[config.mk]
export PLATFORM = sky130hd
export DESIGN_NAME = cnn_stream_loader_flat
export DESIGN_NICKNAME = d
export VERILOG_FILES = /design/src/rtl/cnn_pkg.sv /design/src/rtl/cnn_stream_loader_if.sv /design/src/rtl/cnn_operand_mem.sv /design/src/rtl/cnn_stream_loader.sv /design/src/flat_wrapper.sv
export SDC_FILE = /design/constraint.sdc
export NUM_CORES = 1
export LEC_CHECK = 0
export CAP_MARGIN = 10
export CORE_MARGIN = 4
export CORE_UTILIZATION = 45
export DETAILED_ROUTE_END_ITERATION = 12
export MAX_ROUTING_LAYER = met4
export PLACE_DENSITY = 0.66
export SLEW_MARGIN = 20
export SYNTH_ARGS = -nofsm -noshare
export SYNTH_HDL_FRONTEND = slang
export SYNTH_SLANG_ARGS = --single-unit
[constraint.sdc]
create_clock -name clk -period 2.2 [get_ports clk]
set_input_delay 0.44 -clock clk [delete_from_list [all_inputs] [get_ports clk]]
set_output_delay 0.44 -clock clk [all_outputs]
set_load 0.1 [all_outputs]
[src/rtl/cnn_pkg.sv]
// Purpose: shared widths, host write-select encodings and loader FSM states.
// Latency: n/a (types and constants only).
// Backpressure: n/a.
package cnn_pkg;

    localparam int IMG_W    = 4;
    localparam int F1_W     = 4;
    localparam int F2_W     = 10;
    localparam int RES_W    = 22;
    localparam int WR_DAT_W = 10;

    // Host write target selection.
    typedef enum logic [1:0] {
        SEL_IMG = 2'd0,
        SEL_F1  = 2'd1,
        SEL_F2  = 2'd2,
        SEL_NOP = 2'd3
    } wr_sel_e;

    // Playback sequence, in the order the CNN input protocol requires.
    typedef enum logic [2:0] {
        IDLE,
        L1_STREAM,
        L1_TAIL,
        L1_READ,
        L2_STREAM,
        L2_TAIL,
        L2_READ,
        DONE
    } state_e;

endpackage

[src/rtl/cnn_stream_loader_if.sv]
// Purpose: host write port, go strobe and the CNN-facing stimulus/result bus.
// Latency: n/a (wiring only).
// Backpressure: none; the loader owns the timing of every CNN-facing signal.
interface cnn_stream_loader_if #(
    parameter int ADDR_W = 4
);
    import cnn_pkg::*;

    // Host side
    logic                wr_en;
    logic [1:0]          wr_sel;
    logic [ADDR_W-1:0]   wr_addr;
    logic [WR_DAT_W-1:0] wr_data;
    logic                go;
    logic                busy;
    logic                done;
    logic [RES_W-1:0]    result_q;

    // CNN side
    logic [RES_W-1:0]    ConvResult;
    logic                Start1;
    logic [IMG_W-1:0]    Image;
    logic [F1_W-1:0]     Filter1;
    logic                ReadEn1;
    logic                Start2;
    logic [F2_W-1:0]     Filter2;
    logic                ReadEn2;

    // The loader drives the CNN inputs and the host status.
    modport master (
        input  wr_en, wr_sel, wr_addr, wr_data, go, ConvResult,
        output Start1, Image, Filter1, ReadEn1, Start2, Filter2, ReadEn2,
        output busy, done, result_q
    );

    // Host plus CNN, seen from outside the loader.
    modport slave (
        output wr_en, wr_sel, wr_addr, wr_data, go, ConvResult,
        input  Start1, Image, Filter1, ReadEn1, Start2, Filter2, ReadEn2,
        input  busy, done, result_q
    );

endinterface

[src/rtl/cnn_operand_mem.sv]
// Purpose: operand register file, one write port, combinational read.
// Latency: write visible to the read port one cycle after the write edge.
// Backpressure: none; writes at index >= DEPTH are silently dropped.
module cnn_operand_mem #(
    parameter int W     = 4,
    parameter int DEPTH = 15,
    parameter int AW    = 4
) (
    input  logic          clk,
    input  logic          we,
    input  logic [AW-1:0] waddr,
    input  logic [W-1:0]  wdata,
    input  logic [AW-1:0] raddr,
    output logic [W-1:0]  rdata
);

    // Sized to the full address space so the read index needs no narrowing;
    // entries at DEPTH and above are never written nor read.
    logic [W-1:0] mem [2**AW];
    logic         in_range;

    assign in_range = (int'(waddr) < DEPTH);
    assign rdata    = mem[raddr];

    // Store host data; contents deliberately survive reset.
    always_ff @(posedge clk) begin
        if (we && in_range) begin
            mem[waddr] <= wdata;
        end
    end

endmodule

[src/rtl/cnn_stream_loader.sv]
// Purpose: replays preloaded L1/L2 operands into the CNN and captures ConvResult.
// Latency: done is high L1_LEN+GAP+L2_LEN+RD2_WAIT+3 cycles after the go edge.
// Backpressure: none; go and host writes are ignored while busy.
module cnn_stream_loader
    import cnn_pkg::*;
#(
    parameter int L1_LEN   = 15,
    parameter int L2_LEN   = 15,
    parameter int ADDR_W   = 4,
    parameter int GAP      = 2,
    parameter int RD2_WAIT = 4
) (
    input  logic clk,
    input  logic rst,
    cnn_stream_loader_if.master bus
);

    localparam int WAIT_MAX = (GAP > RD2_WAIT) ? GAP : RD2_WAIT;
    localparam int WAIT_W   = $clog2(WAIT_MAX + 1);

    state_e              state_q, state_d;
    logic [ADDR_W-1:0]   idx_q, idx_d;
    logic [WAIT_W-1:0]   wait_q, wait_d;

    logic                idle;
    logic                we_img, we_f1, we_f2;
    logic [IMG_W-1:0]    img_rd;
    logic [F1_W-1:0]     f1_rd;
    logic [F2_W-1:0]     f2_rd;

    assign idle   = (state_q == IDLE);
    assign we_img = bus.wr_en && idle && (bus.wr_sel == SEL_IMG);
    assign we_f1  = bus.wr_en && idle && (bus.wr_sel == SEL_F1);
    assign we_f2  = bus.wr_en && idle && (bus.wr_sel == SEL_F2);

    cnn_operand_mem #(.W(IMG_W), .DEPTH(L1_LEN), .AW(ADDR_W)) u_img_mem (
        .clk   (clk),
        .we    (we_img),
        .waddr (bus.wr_addr),
        .wdata (bus.wr_data[IMG_W-1:0]),
        .raddr (idx_q),
        .rdata (img_rd)
    );

    cnn_operand_mem #(.W(F1_W), .DEPTH(L1_LEN), .AW(ADDR_W)) u_f1_mem (
        .clk   (clk),
        .we    (we_f1),
        .waddr (bus.wr_addr),
        .wdata (bus.wr_data[F1_W-1:0]),
        .raddr (idx_q),
        .rdata (f1_rd)
    );

    cnn_operand_mem #(.W(F2_W), .DEPTH(L2_LEN), .AW(ADDR_W)) u_f2_mem (
        .clk   (clk),
        .we    (we_f2),
        .waddr (bus.wr_addr),
        .wdata (bus.wr_data[F2_W-1:0]),
        .raddr (idx_q),
        .rdata (f2_rd)
    );

    // State and counter registers; rst wins over everything, mid-stream included.
    always_ff @(posedge clk) begin
        if (rst) begin
            state_q <= IDLE;
            idx_q   <= '0;
            wait_q  <= '0;
        end else begin
            state_q <= state_d;
            idx_q   <= idx_d;
            wait_q  <= wait_d;
        end
    end

    // Next-state sequencing; idx walks the operand streams, wait times the read holds.
    always_comb begin
        state_d = state_q;
        idx_d   = idx_q;
        wait_d  = wait_q;
        unique case (state_q)
            IDLE: begin
                if (bus.go) begin
                    state_d = L1_STREAM;
                    idx_d   = '0;
                end
            end
            L1_STREAM: begin
                if (idx_q == ADDR_W'(L1_LEN - 1)) begin
                    state_d = L1_TAIL;
                end else begin
                    idx_d = idx_q + ADDR_W'(1);
                end
            end
            L1_TAIL: begin
                state_d = L1_READ;
                wait_d  = '0;
            end
            L1_READ: begin
                if (wait_q == WAIT_W'(GAP - 1)) begin
                    state_d = L2_STREAM;
                    idx_d   = '0;
                end else begin
                    wait_d = wait_q + WAIT_W'(1);
                end
            end
            L2_STREAM: begin
                if (idx_q == ADDR_W'(L2_LEN - 1)) begin
                    state_d = L2_TAIL;
                end else begin
                    idx_d = idx_q + ADDR_W'(1);
                end
            end
            L2_TAIL: begin
                state_d = L2_READ;
                wait_d  = '0;
            end
            L2_READ: begin
                if (wait_q == WAIT_W'(RD2_WAIT - 1)) begin
                    state_d = DONE;
                end else begin
                    wait_d = wait_q + WAIT_W'(1);
                end
            end
            DONE: begin
                state_d = IDLE;
            end
            default: begin
                state_d = IDLE;
            end
        endcase
    end

    // Registered outputs trail the state by one cycle; operands are zeroed outside their frame.
    always_ff @(posedge clk) begin
        if (rst) begin
            bus.Start1   <= 1'b0;
            bus.Image    <= '0;
            bus.Filter1  <= '0;
            bus.ReadEn1  <= 1'b0;
            bus.Start2   <= 1'b0;
            bus.Filter2  <= '0;
            bus.ReadEn2  <= 1'b0;
            bus.busy     <= 1'b0;
            bus.done     <= 1'b0;
            bus.result_q <= '0;
        end else begin
            bus.Start1  <= (state_q == L1_STREAM);
            bus.Image   <= (state_q == L1_STREAM) ? img_rd : '0;
            bus.Filter1 <= (state_q == L1_STREAM) ? f1_rd  : '0;
            bus.ReadEn1 <= (state_q inside {L1_READ, L2_STREAM, L2_TAIL, L2_READ, DONE});
            bus.Start2  <= (state_q == L2_STREAM);
            bus.Filter2 <= (state_q == L2_STREAM) ? f2_rd  : '0;
            bus.ReadEn2 <= (state_q == L2_READ);
            bus.busy    <= (state_q != IDLE);
            bus.done    <= (state_q == DONE);
            // ConvResult as seen during the last ReadEn2 cycle.
            if (state_q == DONE) begin
                bus.result_q <= bus.ConvResult;
            end
        end
    end

endmodule
[src/flat_wrapper.sv]
// flat-port wrapper written by rule: the top's interface ports become plain ports
module cnn_stream_loader_flat import cnn_pkg::*;
#(
    parameter int L1_LEN   = 15,
    parameter int L2_LEN   = 15,
    parameter int ADDR_W   = 4,
    parameter int GAP      = 2,
    parameter int RD2_WAIT = 4
)
  (clk, rst, bus_wr_en, bus_wr_sel, bus_wr_addr, bus_wr_data, bus_go, bus_ConvResult, bus_Start1, bus_Image, bus_Filter1, bus_ReadEn1, bus_Start2, bus_Filter2, bus_ReadEn2, bus_busy, bus_done, bus_result_q);
  cnn_stream_loader_if #(.ADDR_W(ADDR_W)) bus_i ();
  input  logic clk;
  input  logic rst;
  input wire logic [$bits(bus_i.wr_en)-1:0] bus_wr_en;
  input wire logic [$bits(bus_i.wr_sel)-1:0] bus_wr_sel;
  input wire logic [$bits(bus_i.wr_addr)-1:0] bus_wr_addr;
  input wire logic [$bits(bus_i.wr_data)-1:0] bus_wr_data;
  input wire logic [$bits(bus_i.go)-1:0] bus_go;
  input wire logic [$bits(bus_i.ConvResult)-1:0] bus_ConvResult;
  output wire logic [$bits(bus_i.Start1)-1:0] bus_Start1;
  output wire logic [$bits(bus_i.Image)-1:0] bus_Image;
  output wire logic [$bits(bus_i.Filter1)-1:0] bus_Filter1;
  output wire logic [$bits(bus_i.ReadEn1)-1:0] bus_ReadEn1;
  output wire logic [$bits(bus_i.Start2)-1:0] bus_Start2;
  output wire logic [$bits(bus_i.Filter2)-1:0] bus_Filter2;
  output wire logic [$bits(bus_i.ReadEn2)-1:0] bus_ReadEn2;
  output wire logic [$bits(bus_i.busy)-1:0] bus_busy;
  output wire logic [$bits(bus_i.done)-1:0] bus_done;
  output wire logic [$bits(bus_i.result_q)-1:0] bus_result_q;
  assign bus_i.wr_en = bus_wr_en;
  assign bus_i.wr_sel = bus_wr_sel;
  assign bus_i.wr_addr = bus_wr_addr;
  assign bus_i.wr_data = bus_wr_data;
  assign bus_i.go = bus_go;
  assign bus_i.ConvResult = bus_ConvResult;
  assign bus_Start1 = bus_i.Start1;
  assign bus_Image = bus_i.Image;
  assign bus_Filter1 = bus_i.Filter1;
  assign bus_ReadEn1 = bus_i.ReadEn1;
  assign bus_Start2 = bus_i.Start2;
  assign bus_Filter2 = bus_i.Filter2;
  assign bus_ReadEn2 = bus_i.ReadEn2;
  assign bus_busy = bus_i.busy;
  assign bus_done = bus_i.done;
  assign bus_result_q = bus_i.result_q;
  cnn_stream_loader #(.L1_LEN(L1_LEN), .L2_LEN(L2_LEN), .ADDR_W(ADDR_W), .GAP(GAP), .RD2_WAIT(RD2_WAIT)) u_core (.clk(clk), .rst(rst), .bus(bus_i));
endmodule
==> run_results.csv <==
group,metric,value,unit
synth,synth_cell_types,47,
clock_tree,cts.sinks,344,
drt,routed_wl,29300,µm
final_layout,drive_gt1_share,25.5,%
sta,maxSlewViolCount,0,
critical_path,worstPathCellList,"nor4b_2 > buf_4 > and2b_1 > nand2_2 > a41o_1 > nor2_1",
synth,ys_seq_area_share,73.2,%
synth,synth_compound_area_share,3.58,%
floorplanning,core,29000,µm²
critical_path,cp.required,2380,ps
sta,post-route-min-period,2050,ps
clock_tree,postCtsSetupBuffers,0,
final_layout,syn_to_final_growth,23.3,%
final_layout,finalCoreUtilization,56.8,%
sta,timing.hold.ws,456,ps
synth,synth_top_family_by_area,"multiplexers",
critical_path,cp-end-kind,"register",
final_layout,fin_area,16500,µm²
floorplanning,die_w,180,µm
final_layout,regArea,9780,µm²
floorplanning,dieArea,32500,µm²
final_layout,nNetsFinal,1060,
global_routing,grt_pass1_vias,7646,
clock_tree,numCtsBuffers,36,
drt,dr.pass1.iters,5,
power_and_ir_drop,total_power,15.2,mW
sta,fmax,488,MHz
synth,synth-xor-area-share,0.0656,%
global_routing,grt.total_usage,18.5,%
clock_tree,clock_latency,500,ps
sta,post-route-period-util,93.2,%
critical_path,slowest_stage,"a41o_1",
sta,setup_viol,0,
placed_design,place_area,15400,µm²
placed_design,place_congestion,0.820,
synth,synth_simple_gate_area_share,8.17,%
synth,synth_seq_cells,344,
clock_tree,clkTransAtPathRegs,60,ps
run_status,status,"finished, final reports clean",
synth,synthFlopType,"edfxtp_1",
critical_path,crit_type,"reg -> reg",
run,cap_violations,0,
sta,finalHoldViolCount,0,
floorplanning,rows,62,
synth,syn_area,13400,µm²
synth,async_reset_ff_share,0,%
synth,synthCells,810,
drt,ant_nets,0,
synth,synth_edf_count,288,
critical_path,cp.arrival,2230,ps
placed_design,dpl.cell_count,1359,
clock_tree,cts_root_buffer,"clkbuf_16",
sta,rsz0062_at_grt,"false",
power_and_ir_drop,ir_drop,0.404,mV
global_routing,grt_max_degree,49,
clock_tree,clockBufferDepth,3,
global_routing,grt_antenna_before_repair,0,
final_layout,multi_input_area,3370,µm²
floorplanning,ioPinCount,88,
sta,relSlewSlack,52.6,%
drt,drc,0,
clock_tree,ctsHoldBuffers,0,
clock_tree,cts_tree,"done",
placed_design,dp_hpwl,19000,µm
sta,worst_slew_pin_slew,710,ps
drt,vias_per_cell,5.35,
global_routing,grt_overflow_total,0,
synth,synth_mux_area_share,12.5,%
clock_tree,ctsResizeCount,0,
drt,drt_iter0_drc,650,
floorplanning,start_util,46.0,%
final_layout,fin_cells,1420,
global_routing,grt_pass1_wl,45300,µm
final_layout,diodes,0,
synth,synth_area_per_cell,16.5,µm²
floorplanning,die_h,180,µm
worst_hold_path,min-delay-path-class,"reg -> reg",
critical_path,worstPathMaxFanout,9,
drt,num_vias,7602,
synth,yosysWarningCount,0,
power_and_ir_drop,power.leakage,5.68,nW
sta,clock_skew,7.95,ps
critical_path,critPathLaunchType,"register",
synth,synthAdderAreaFrac,0.469,%
power_and_ir_drop,powerDensity,921,nW/µm²
clock_tree,htreeDepth,2,
final_layout,fillers,2238,
placed_design,io_buffers,87,
critical_path,cpPeakStageDelay,350,ps
drt,wl_per_cell,20.7,µm
-- final timing paths --
kind,from,endpoint,slack (ps),cells after the start
worst min register to register,u_core.bus.result_q[5],u_core.bus.result_q[5],460,2
worst max register to register,u_core.state_q[2],u_core.u_f1_mem.mem[2][1],150,6
worst max-delay path,u_core.state_q[2],u_core.u_f1_mem.mem[2][1],150,6
worst min-delay path,u_core.bus.result_q[5],u_core.bus.result_q[5],460,2
-- cell usage in the layout, fill, tap and decap left out, types with 3 or more instances in the layout --
cell and instances:
a21oi_1 27, a22oi_1 17, and2b_1 3, and3_1 33, buf_12 15, buf_4 135
clkbuf_1 6, clkbuf_16 38, clkdlybuf4s50_1 41, clkinv_1 4, clkinv_2 9, conb_1 18
dfxtp_1 54, edfxtp_1 288, ha_1 5, inv_1 4, mux2i_1 36, mux4_1 5
mux4_2 51, nand2_1 113, nand3_1 8, nor2_1 60, nor2b_1 6, nor3_1 4
o21ai_0 18, o21ai_1 4
-- layer usage --
metal | global-route usage, % | wire length, µm | vias up
li1 | - | - | 3496
met1 | 25.9 | 13100 | 3782
met2 | 27.7 | 13500 | 271
met3 | 3.88 | 2020 | 53
met4 | 5.35 | 741 | 0
met5 | - | 0 | -
-- flip-flops by register name (all words and copies together) (netlist names) --
signal	count
u_core.u_f2_mem.mem	160
u_core.idx_q	4
u_core.bus.Filter1	4
u_core.bus.result_q	22
u_core.bus.ReadEn1	1
u_core.state_q	3
u_core.bus.Filter2	10
u_core.bus.done	1
u_core.bus.Start1	1
u_core.u_f1_mem.mem	64
u_core.bus.Start2	1
u_core.wait_q	3
u_core.u_img_mem.mem	64
u_core.bus.busy	1
u_core.bus.ReadEn2	1
u_core.bus.Image	4
-- cell usage after synthesis (3+ instances only) --
cell,count,area share (%)
and3_1,33,1.5
nor2b_1,6,0.28
nand3_1,8,0.30
a22oi_1,17,0.96
nor2_1,60,1.7
and2b_1,3,0.17
buf_2,20,0.75
inv_1,4,0.11
buf_12,3,0.45
edfxtp_1,288,65
o21ai_1,4,0.15
nand2_1,113,3.2
dfxtp_1,56,8.4
mux4_2,51,8.6
mux2i_1,36,2.7
o21ai_0,18,0.67
ha_1,5,0.47
mux4_1,5,0.98
clkbuf_1,16,0.45
nor3_1,4,0.15
a21oi_1,27,1.0
-- power by group --
part           leakage (nW)  total, mW  switching, mW  internal [mW]
registers              3.06       7.34          0.152           7.19
logic                  2.08       2.17           1.16           1.01
clock network         0.549       5.66           2.34           3.32
-- logic make-up after synthesis --
group	after synthesis
xor gates and xnor gates	1
muxes	94
adders and majority gates	5
other	1
DFF	344
AOI/OAI and AO/OA	79
buffers and inverters	47
and+or+nand+nor	239
-- final cells by class --
class,instances,area share [%]
clock buffers,46,6.08
clock inverters,15,0.600
inverters,4,0.0912
multi-input cells,436,20.5
flip-flops and latches,344,59.4
well taps,384,2.92
repair buffers,191,10.5
-- worst max-delay path: cells and delay by family, from the launching register on --
kind                   cells  cell delay [ps]
AO/OA/AOI/OAI              1              350
buffers and inverters      1              190
flip-flops                 1              330
AND/OR/NAND/NOR            4              860
-- per-stage QoR --
step | TNS, ps | setup WS, ps
5_1_grt | 0 | 28.5
3_5_place_dp | -21900 | -329
3_3_place_gp | -9080 | -220
4_1_cts | 0 | 160
2_1_floorplan | 0 | 203
6_report | 0 | 150
Power figures use the tool's default switching activity.
